[src/rtl/digipot_spi_sequencer.sv]
// rtl/digipot_spi_sequencer.sv - multi-channel digipot shadow registers with round-robin mode-0 SPI streaming
// Optional feature: DIGIPOT_MIDSCALE_RESET_EN (reset loads midscale into every channel and marks all dirty).
module digipot_spi_sequencer #(
    parameter int NUM_CH  = 4,
    parameter int ADDR_W  = 2,
    parameter int DATA_W  = 8,
    parameter int CLK_DIV = 1000,
    parameter int CS_GAP  = 4
) (
    input  logic              clk,
    input  logic              rst,
    input  logic              wr_en,
    input  logic [ADDR_W-1:0] wr_ch,
    input  logic [DATA_W-1:0] wr_data,
    output logic              sck,
    output logic              sdo,
    output logic              cs_n,
    output logic              busy,
    output logic [NUM_CH-1:0] pending,
    output logic              frame_done
);

    localparam int FRAME_W = ADDR_W + DATA_W;
    // One counter times both SCK half-periods and the CS gap, so it is sized for the longer.
    localparam int CNT_MAX = (CLK_DIV > CS_GAP) ? CLK_DIV : CS_GAP;
    localparam int CNT_W   = (CNT_MAX > 1) ? $clog2(CNT_MAX) : 1;
    localparam int BIT_W   = (FRAME_W > 1) ? $clog2(FRAME_W) : 1;

    localparam logic [CNT_W-1:0] DIV_LAST = CNT_W'(CLK_DIV - 1);
    localparam logic [CNT_W-1:0] GAP_LAST = CNT_W'(CS_GAP - 1);
    localparam logic [BIT_W-1:0] BIT_LAST = BIT_W'(FRAME_W - 1);

`ifdef DIGIPOT_MIDSCALE_RESET_EN
    localparam logic [DATA_W-1:0] MIDSCALE = {1'b1, {(DATA_W-1){1'b0}}};
`endif

    typedef enum logic [2:0] {
        IDLE   = 3'd0,
        SETUP  = 3'd1,
        SCK_HI = 3'd2,
        SCK_LO = 3'd3,
        GAP    = 3'd4
    } state_t;

    state_t              state;
    state_t              state_nxt;
    logic [CNT_W-1:0]    cnt;
    logic [BIT_W-1:0]    bit_cnt;
    logic [FRAME_W-1:0]  shreg;
    logic [ADDR_W-1:0]   rr_ptr;
    logic [ADDR_W-1:0]   pick;
    logic                pick_valid;
    logic [DATA_W-1:0]   shadow [NUM_CH];
    logic                wr_ok;
    logic                latch;
    logic                phase_end;
    logic                shift;
    logic                bit_inc;
    int                  idx;
    logic [ADDR_W-1:0]   cand;

    // Out-of-range channel addresses are dropped silently.
    assign wr_ok = wr_en && (int'(wr_ch) < NUM_CH);

    // Data line is forced low whenever the chip is not selected.
    assign sdo = cs_n ? 1'b0 : shreg[FRAME_W-1];

    // Round-robin arbiter: first dirty channel at or after rr_ptr, wrapping at NUM_CH.
    always_comb begin
        pick       = '0;
        pick_valid = 1'b0;
        idx        = 0;
        cand       = '0;
        for (int i = 0; i < NUM_CH; i++) begin
            idx = int'(rr_ptr) + i;
            if (idx >= NUM_CH) begin
                idx = idx - NUM_CH;
            end
            cand = ADDR_W'(idx);
            if (!pick_valid && pending[cand]) begin
                pick_valid = 1'b1;
                pick       = cand;
            end
        end
    end

    // FSM state register.
    always_ff @(posedge clk or posedge rst) begin
        if (rst) begin
            state <= IDLE;
        end else begin
            state <= state_nxt;
        end
    end

    // FSM next state, SPI line decode and datapath strobes.
    always_comb begin
        state_nxt  = state;
        latch      = 1'b0;
        phase_end  = 1'b0;
        shift      = 1'b0;
        bit_inc    = 1'b0;
        cs_n       = 1'b1;
        sck        = 1'b0;
        frame_done = 1'b0;
        case (state)
            IDLE: begin
                if (pick_valid) begin
                    latch     = 1'b1;
                    state_nxt = SETUP;
                end
            end
            SETUP: begin
                cs_n = 1'b0;
                if (cnt == DIV_LAST) begin
                    phase_end = 1'b1;
                    state_nxt = SCK_HI;
                end
            end
            SCK_HI: begin
                cs_n = 1'b0;
                sck  = 1'b1;
                if (cnt == DIV_LAST) begin
                    phase_end = 1'b1;
                    state_nxt = SCK_LO;
                    // Next bit appears right after the falling edge; the last bit is held instead.
                    shift     = (bit_cnt != BIT_LAST);
                end
            end
            SCK_LO: begin
                cs_n = 1'b0;
                if (cnt == DIV_LAST) begin
                    phase_end = 1'b1;
                    if (bit_cnt == BIT_LAST) begin
                        state_nxt = GAP;
                    end else begin
                        bit_inc   = 1'b1;
                        state_nxt = SCK_HI;
                    end
                end
            end
            GAP: begin
                frame_done = (cnt == '0);
                if (cnt == GAP_LAST) begin
                    phase_end = 1'b1;
                    state_nxt = IDLE;
                end
            end
            default: begin
                state_nxt = IDLE;
            end
        endcase
    end

    // Phase timer: restarts at every phase boundary and rests at zero in IDLE.
    always_ff @(posedge clk or posedge rst) begin
        if (rst) begin
            cnt <= '0;
        end else if (state == IDLE || phase_end) begin
            cnt <= '0;
        end else begin
            cnt <= cnt + CNT_W'(1);
        end
    end

    // Bit counter and shift register; frame is {channel, shadow value}, MSB first.
    always_ff @(posedge clk or posedge rst) begin
        if (rst) begin
            bit_cnt <= '0;
            shreg   <= '0;
        end else if (latch) begin
            bit_cnt <= '0;
            shreg   <= {pick, shadow[pick]};
        end else begin
            if (bit_inc) begin
                bit_cnt <= bit_cnt + BIT_W'(1);
            end
            if (shift) begin
                shreg <= {shreg[FRAME_W-2:0], 1'b0};
            end
        end
    end

    // Round-robin pointer advances past the channel just served.
    always_ff @(posedge clk or posedge rst) begin
        if (rst) begin
            rr_ptr <= '0;
        end else if (latch) begin
            if (int'(pick) == NUM_CH - 1) begin
                rr_ptr <= '0;
            end else begin
                rr_ptr <= pick + ADDR_W'(1);
            end
        end
    end

    // Shadow registers and dirty bits; a write in the latch cycle re-dirties the channel.
    always_ff @(posedge clk or posedge rst) begin
        if (rst) begin
`ifdef DIGIPOT_MIDSCALE_RESET_EN
            pending <= '1;
            for (int i = 0; i < NUM_CH; i++) begin
                shadow[i] <= MIDSCALE;
            end
`else
            pending <= '0;
            for (int i = 0; i < NUM_CH; i++) begin
                shadow[i] <= '0;
            end
`endif
        end else begin
            if (latch) begin
                pending[pick] <= 1'b0;
            end
            if (wr_ok) begin
                pending[wr_ch] <= 1'b1;
                shadow[wr_ch]  <= wr_data;
            end
        end
    end

    // Busy spans back-to-back frames, dropping only when the gap ends with nothing dirty.
    always_ff @(posedge clk or posedge rst) begin
        if (rst) begin
            busy <= 1'b0;
        end else if (latch) begin
            busy <= 1'b1;
        end else if (state == GAP && phase_end) begin
            busy <= |pending;
        end
    end

endmodule

[config.mk]
export PLATFORM = sky130hd
export DESIGN_NAME = digipot_spi_sequencer
export DESIGN_NICKNAME = d
export VERILOG_FILES = /design/src/rtl/digipot_spi_sequencer.sv
export SDC_FILE = /design/constraint.sdc
export NUM_CORES = 1
export LEC_CHECK = 0
export ABC_AREA = 1
export BUFFER_PORTS_ARGS = -buffer_cell sky130_fd_sc_hd__buf_4
export CORE_MARGIN = 2
export CORE_UTILIZATION = 55
export CTS_CLUSTER_DIAMETER = 50
export DETAILED_ROUTE_END_ITERATION = 7
export PLACE_DENSITY = 0.76
export SLEW_MARGIN = 30
export SYNTH_ARGS = -nofsm -noshare
export SYNTH_HDL_FRONTEND = slang
export SYNTH_SLANG_ARGS = --single-unit
[constraint.sdc]
create_clock -name clk -period 2 [get_ports clk]
set_clock_uncertainty 0.05 [all_clocks]
set_input_delay 0.4 -clock clk [delete_from_list [all_inputs] [get_ports clk]]
set_output_delay 0.4 -clock clk [all_outputs]
set_load 0.05 [all_outputs]
==> flow_summary.toml <==
[status]
outcome = "completed"

[die]
floorplan.initialDensity_pct = 56.0
fp.dieH_um = 84.0
io_pins = 22
die_width_um = 84.0
fp.dieArea_mm2 = 0.00705
row_count = 29
core_area_mm2 = 0.00628

[critical_path]
path_class = "reg -> reg"
critical-path-top-cell-by-count = "nand2_1"
r2r_slack_ns = 0.09
crit_path_top_delay_cell = "dfrtp_2"
critical_path.max_stage_delay_ns = 0.47
highest_fanout_seen_on_the_critical_path = 7
required_ns = 2.23
cp-end-kind = "flip-flop"
startpoint_type = "flip-flop"
critical_path.top_delay_family = "simple AND/OR/NAND/NOR gates"
crit_arrival_ns = 2.15
critical_path_buf_inv_count = 3
cp_cell_sequence = "inv_6 > nand2_2 > nand3_1 > nand2_1 > inv_2 > nand3b_1 > nor2_2 > nor2_4 > nor2_4 > clkbuf_2 > nand2_1 > nand2_1 > nand2_1 > nand2_1"

[global_route]
grt_pass1_vias = 3006
grt.total_usage_pct = 23.9
grt_pass1_wl_um = 13500
antenna_found_initial = 0
globalRouteMet2Util_pct = 39.6
pin_count_of_the_biggest_net_entering_global_routing = 32
global_route.usage.met3_pct = 4.06
grtUsageMet1_pct = 31.8
global_route.overflow_total = 0
grt-busiest-layer = "met2"

[power_and_ir_drop]
combPwrFrac_pct = 7.4
p_int_uw = 2170
pwr-share-seq_pct = 52.4
clock_power_share_pct = 40.2
ir_worst_vdd_v = 0.000573
p_leak_uw = 0.00214
switching_power_uw = 704
pwr_density_cell_mw_per_mm2 = 696
power.total_uw = 2880
power.switching_fraction_pct = 24.5

[route]
detail_route.wirelength_um = 7870
drt_iter0_markers = 263
drt-wirelength-per-cell_um = 13.6
drtAntennaViolNets = 0
drc = 0
detailroute.via_count = 3047
viasPerCell = 5.28
detailedRoute.firstPassIterationCount = 4

[final_layout]
final_net_count = 513
final_layout_size_suffix_gt1_share_pct = 22.0
area_delta_synth_final_pct = 17.6
fillCellCount = 539
final_design_area_no_fill_mm2 = 0.00414
antenna_cells = 0

[synthesis]
synth_commonest_cells = "149 x nand2_1, 66 x dfrtp_1, 44 x inv_1"
synth_enable_flop_cells = 0
synth_top_area_share_pct = 46.9
synth.most_common_cell = "nand2_1"
ys_seq_area_share_pct = 46.9
yosys_reg_bits = 66
yosysWarningCount = 0
syn_area_mm2 = 0.00352
syn-instance-count = 451
netlist-cell-type-count = 35
postSynth.asyncResetShare_pct = 100
netlist_top_cells_area = "dfrtp_1 47%, nand2_1 16%, o21ai_0 6.1%"
synth_area_per_cell_um2 = 7.80
synth_largest_area_cell = "dfrtp_1"
syn_nets = 469
postSynth.topFlopCell = "dfrtp_1"

[cts]
worst_skew_pair.late_latency_ns = 0.34
cts_made_buffers = 9
root_buffer_cell = "clkbuf_8"
holdBufCountCts = 0
cts.htree.levels = 3
cts.sink_count = 66
path_clk_slew_ns = 0.08
clk_path_buf_depth = 2
tritoncts = "done"

[timing]
report.final.hold_viol_count = 0
timing_worst_slew_pin_value_ns = 0.643
setup_viol = 0
finalMaxSlewViolations = 0
rsz_0062_raised_after_global_routing = "yes"
fmax_mhz = 522
timing.final.crit_period_ns = 1.91
finalCritPeriodShare_pct = 95.7
slew_headroom_pct = 57.0

[flow_run]
max-cap-violations = 0

[placement]
placed_cell_area_mm2 = 0.00384
detailedPlacementHpwl_um = 5480
io_buffers = 21
place_congestion = 0.860

[worst_hold_path]
worstHoldPathType = "in -> async"
[cells by family (layout without fill, tap and decap cells)]
family                   count (synthesis)  count (layout)  share of synthesized area, %
AO/OA/AOI/OAI                           53              53                          7.82
buffers and inverters                   61             110                          7.65
XOR/XNOR                                 3               3                         0.747
AND/OR/NAND/NOR                        263             263                          35.1
flip-flops                              66              66                          46.9
adder cells (fa/ha/maj)                  5               5                          1.78
[worst register-to-register path: stages, from the launching register on]
cell and delay (ns):
dfrtp_2 0.47, inv_6 0.12, nand2_2 0.06, nand3_1 0.10, nand2_1 0.09, inv_2 0.11
nand3b_1 0.10, nor2_2 0.14, nor2_4 0.08, nor2_4 0.13, clkbuf_2 0.18, nand2_1 0.08
nand2_1 0.06, nand2_1 0.05, nand2_1 0.05
[cell type report]
cell class	instances	area, um2	share of cell area, %
sequential	66	1660	40.1
inverter	50	199	4.81
clock inverter	4	50.0	1.21
multi-input combinational	324	1620	39.1
timing repair buffer	44	364	8.80
clock buffer	12	155	3.75
tap	77	96.3	2.33
[state kept, by name, indices dropped and copies added, names as in the netlist]
signal / count
rr_ptr: 2
state: 3
busy: 1
cnt: 10
bit_cnt: 4
shreg: 10
shadow: 32
pending: 4
[layout by cell type, fill, tap and decap left out, types with 5 or more instances in the layout]
cell type / n
dfrtp_1: 61
inv_2: 7
nand3b_1: 6
o21ai_0: 42
buf_4: 38
nor3_1: 8
nor2_1: 28
clkbuf_8: 11
nand3_1: 19
dfrtp_2: 5
nand2_2: 19
nand2_1: 149
nand4_1: 13
inv_1: 40
ha_1: 5
[per-layer routing]
metal	vias up	wire length, um
met5	-	0
met3	9	456
met4	0	75
li1	1523	-
met1	1428	3490
met2	87	3850
[worst paths after layout]
path	startpoint	depth (start not counted)	endpoint
max	rr_ptr[0]	14	shreg[5]
min	rst	2	shadow[10]
max reg2reg	rr_ptr[0]	14	shreg[5]
min reg2reg	cnt[0]	1	cnt[0]
max in group asynchronous	rst	3	shadow[8]
min in group clk	wr_data[4]	3	shadow[20]
[metrics by stage]
step | setup slack, ns | util, % | setup TNS (ns) | cells | hold WS, ns
4_1_cts | 0.0399 | 64.5 | 0 | 569 | 0.0168
2_1_floorplan | 0.0165 | - | 0 | 451 | 0.382
6_report | 0.0855 | 65.9 | 0 | 577 | 0.00357
5_1_grt | -0.0547 | 65.9 | -0.329 | 577 | 0.0306
3_5_place_dp | -0.0280 | 61.3 | -0.0280 | 553 | 0.384
3_3_place_gp | 0.101 | 61.3 | 0 | 553 | 0.376
[power by group through the flow]
| stage | clock network, uW | logic (uW) | registers (uW) |
|---|---|---|---|
| 6_report | 1160 | 213 | 1510 |
| 5_1_grt | 1230 | 256 | 1520 |
| 4_1_cts | 1180 | 218 | 1510 |
| 3_5_place_dp | 0 | 217 | 1530 |
| 3_3_place_gp | 0 | 209 | 1530 |
| 2_1_floorplan | 0 | 156 | 1510 |
[timing repair]
item | 4_1_cts | 5_1_grt
pin swaps | 0 | 2
buffers inserted | 0 | 8
endpoints found under the hold margin | 0 | 0
endpoints found under the setup margin | 1 | 20
resized for setup | 1 | 16
Power figures use the tool's default switching activity.
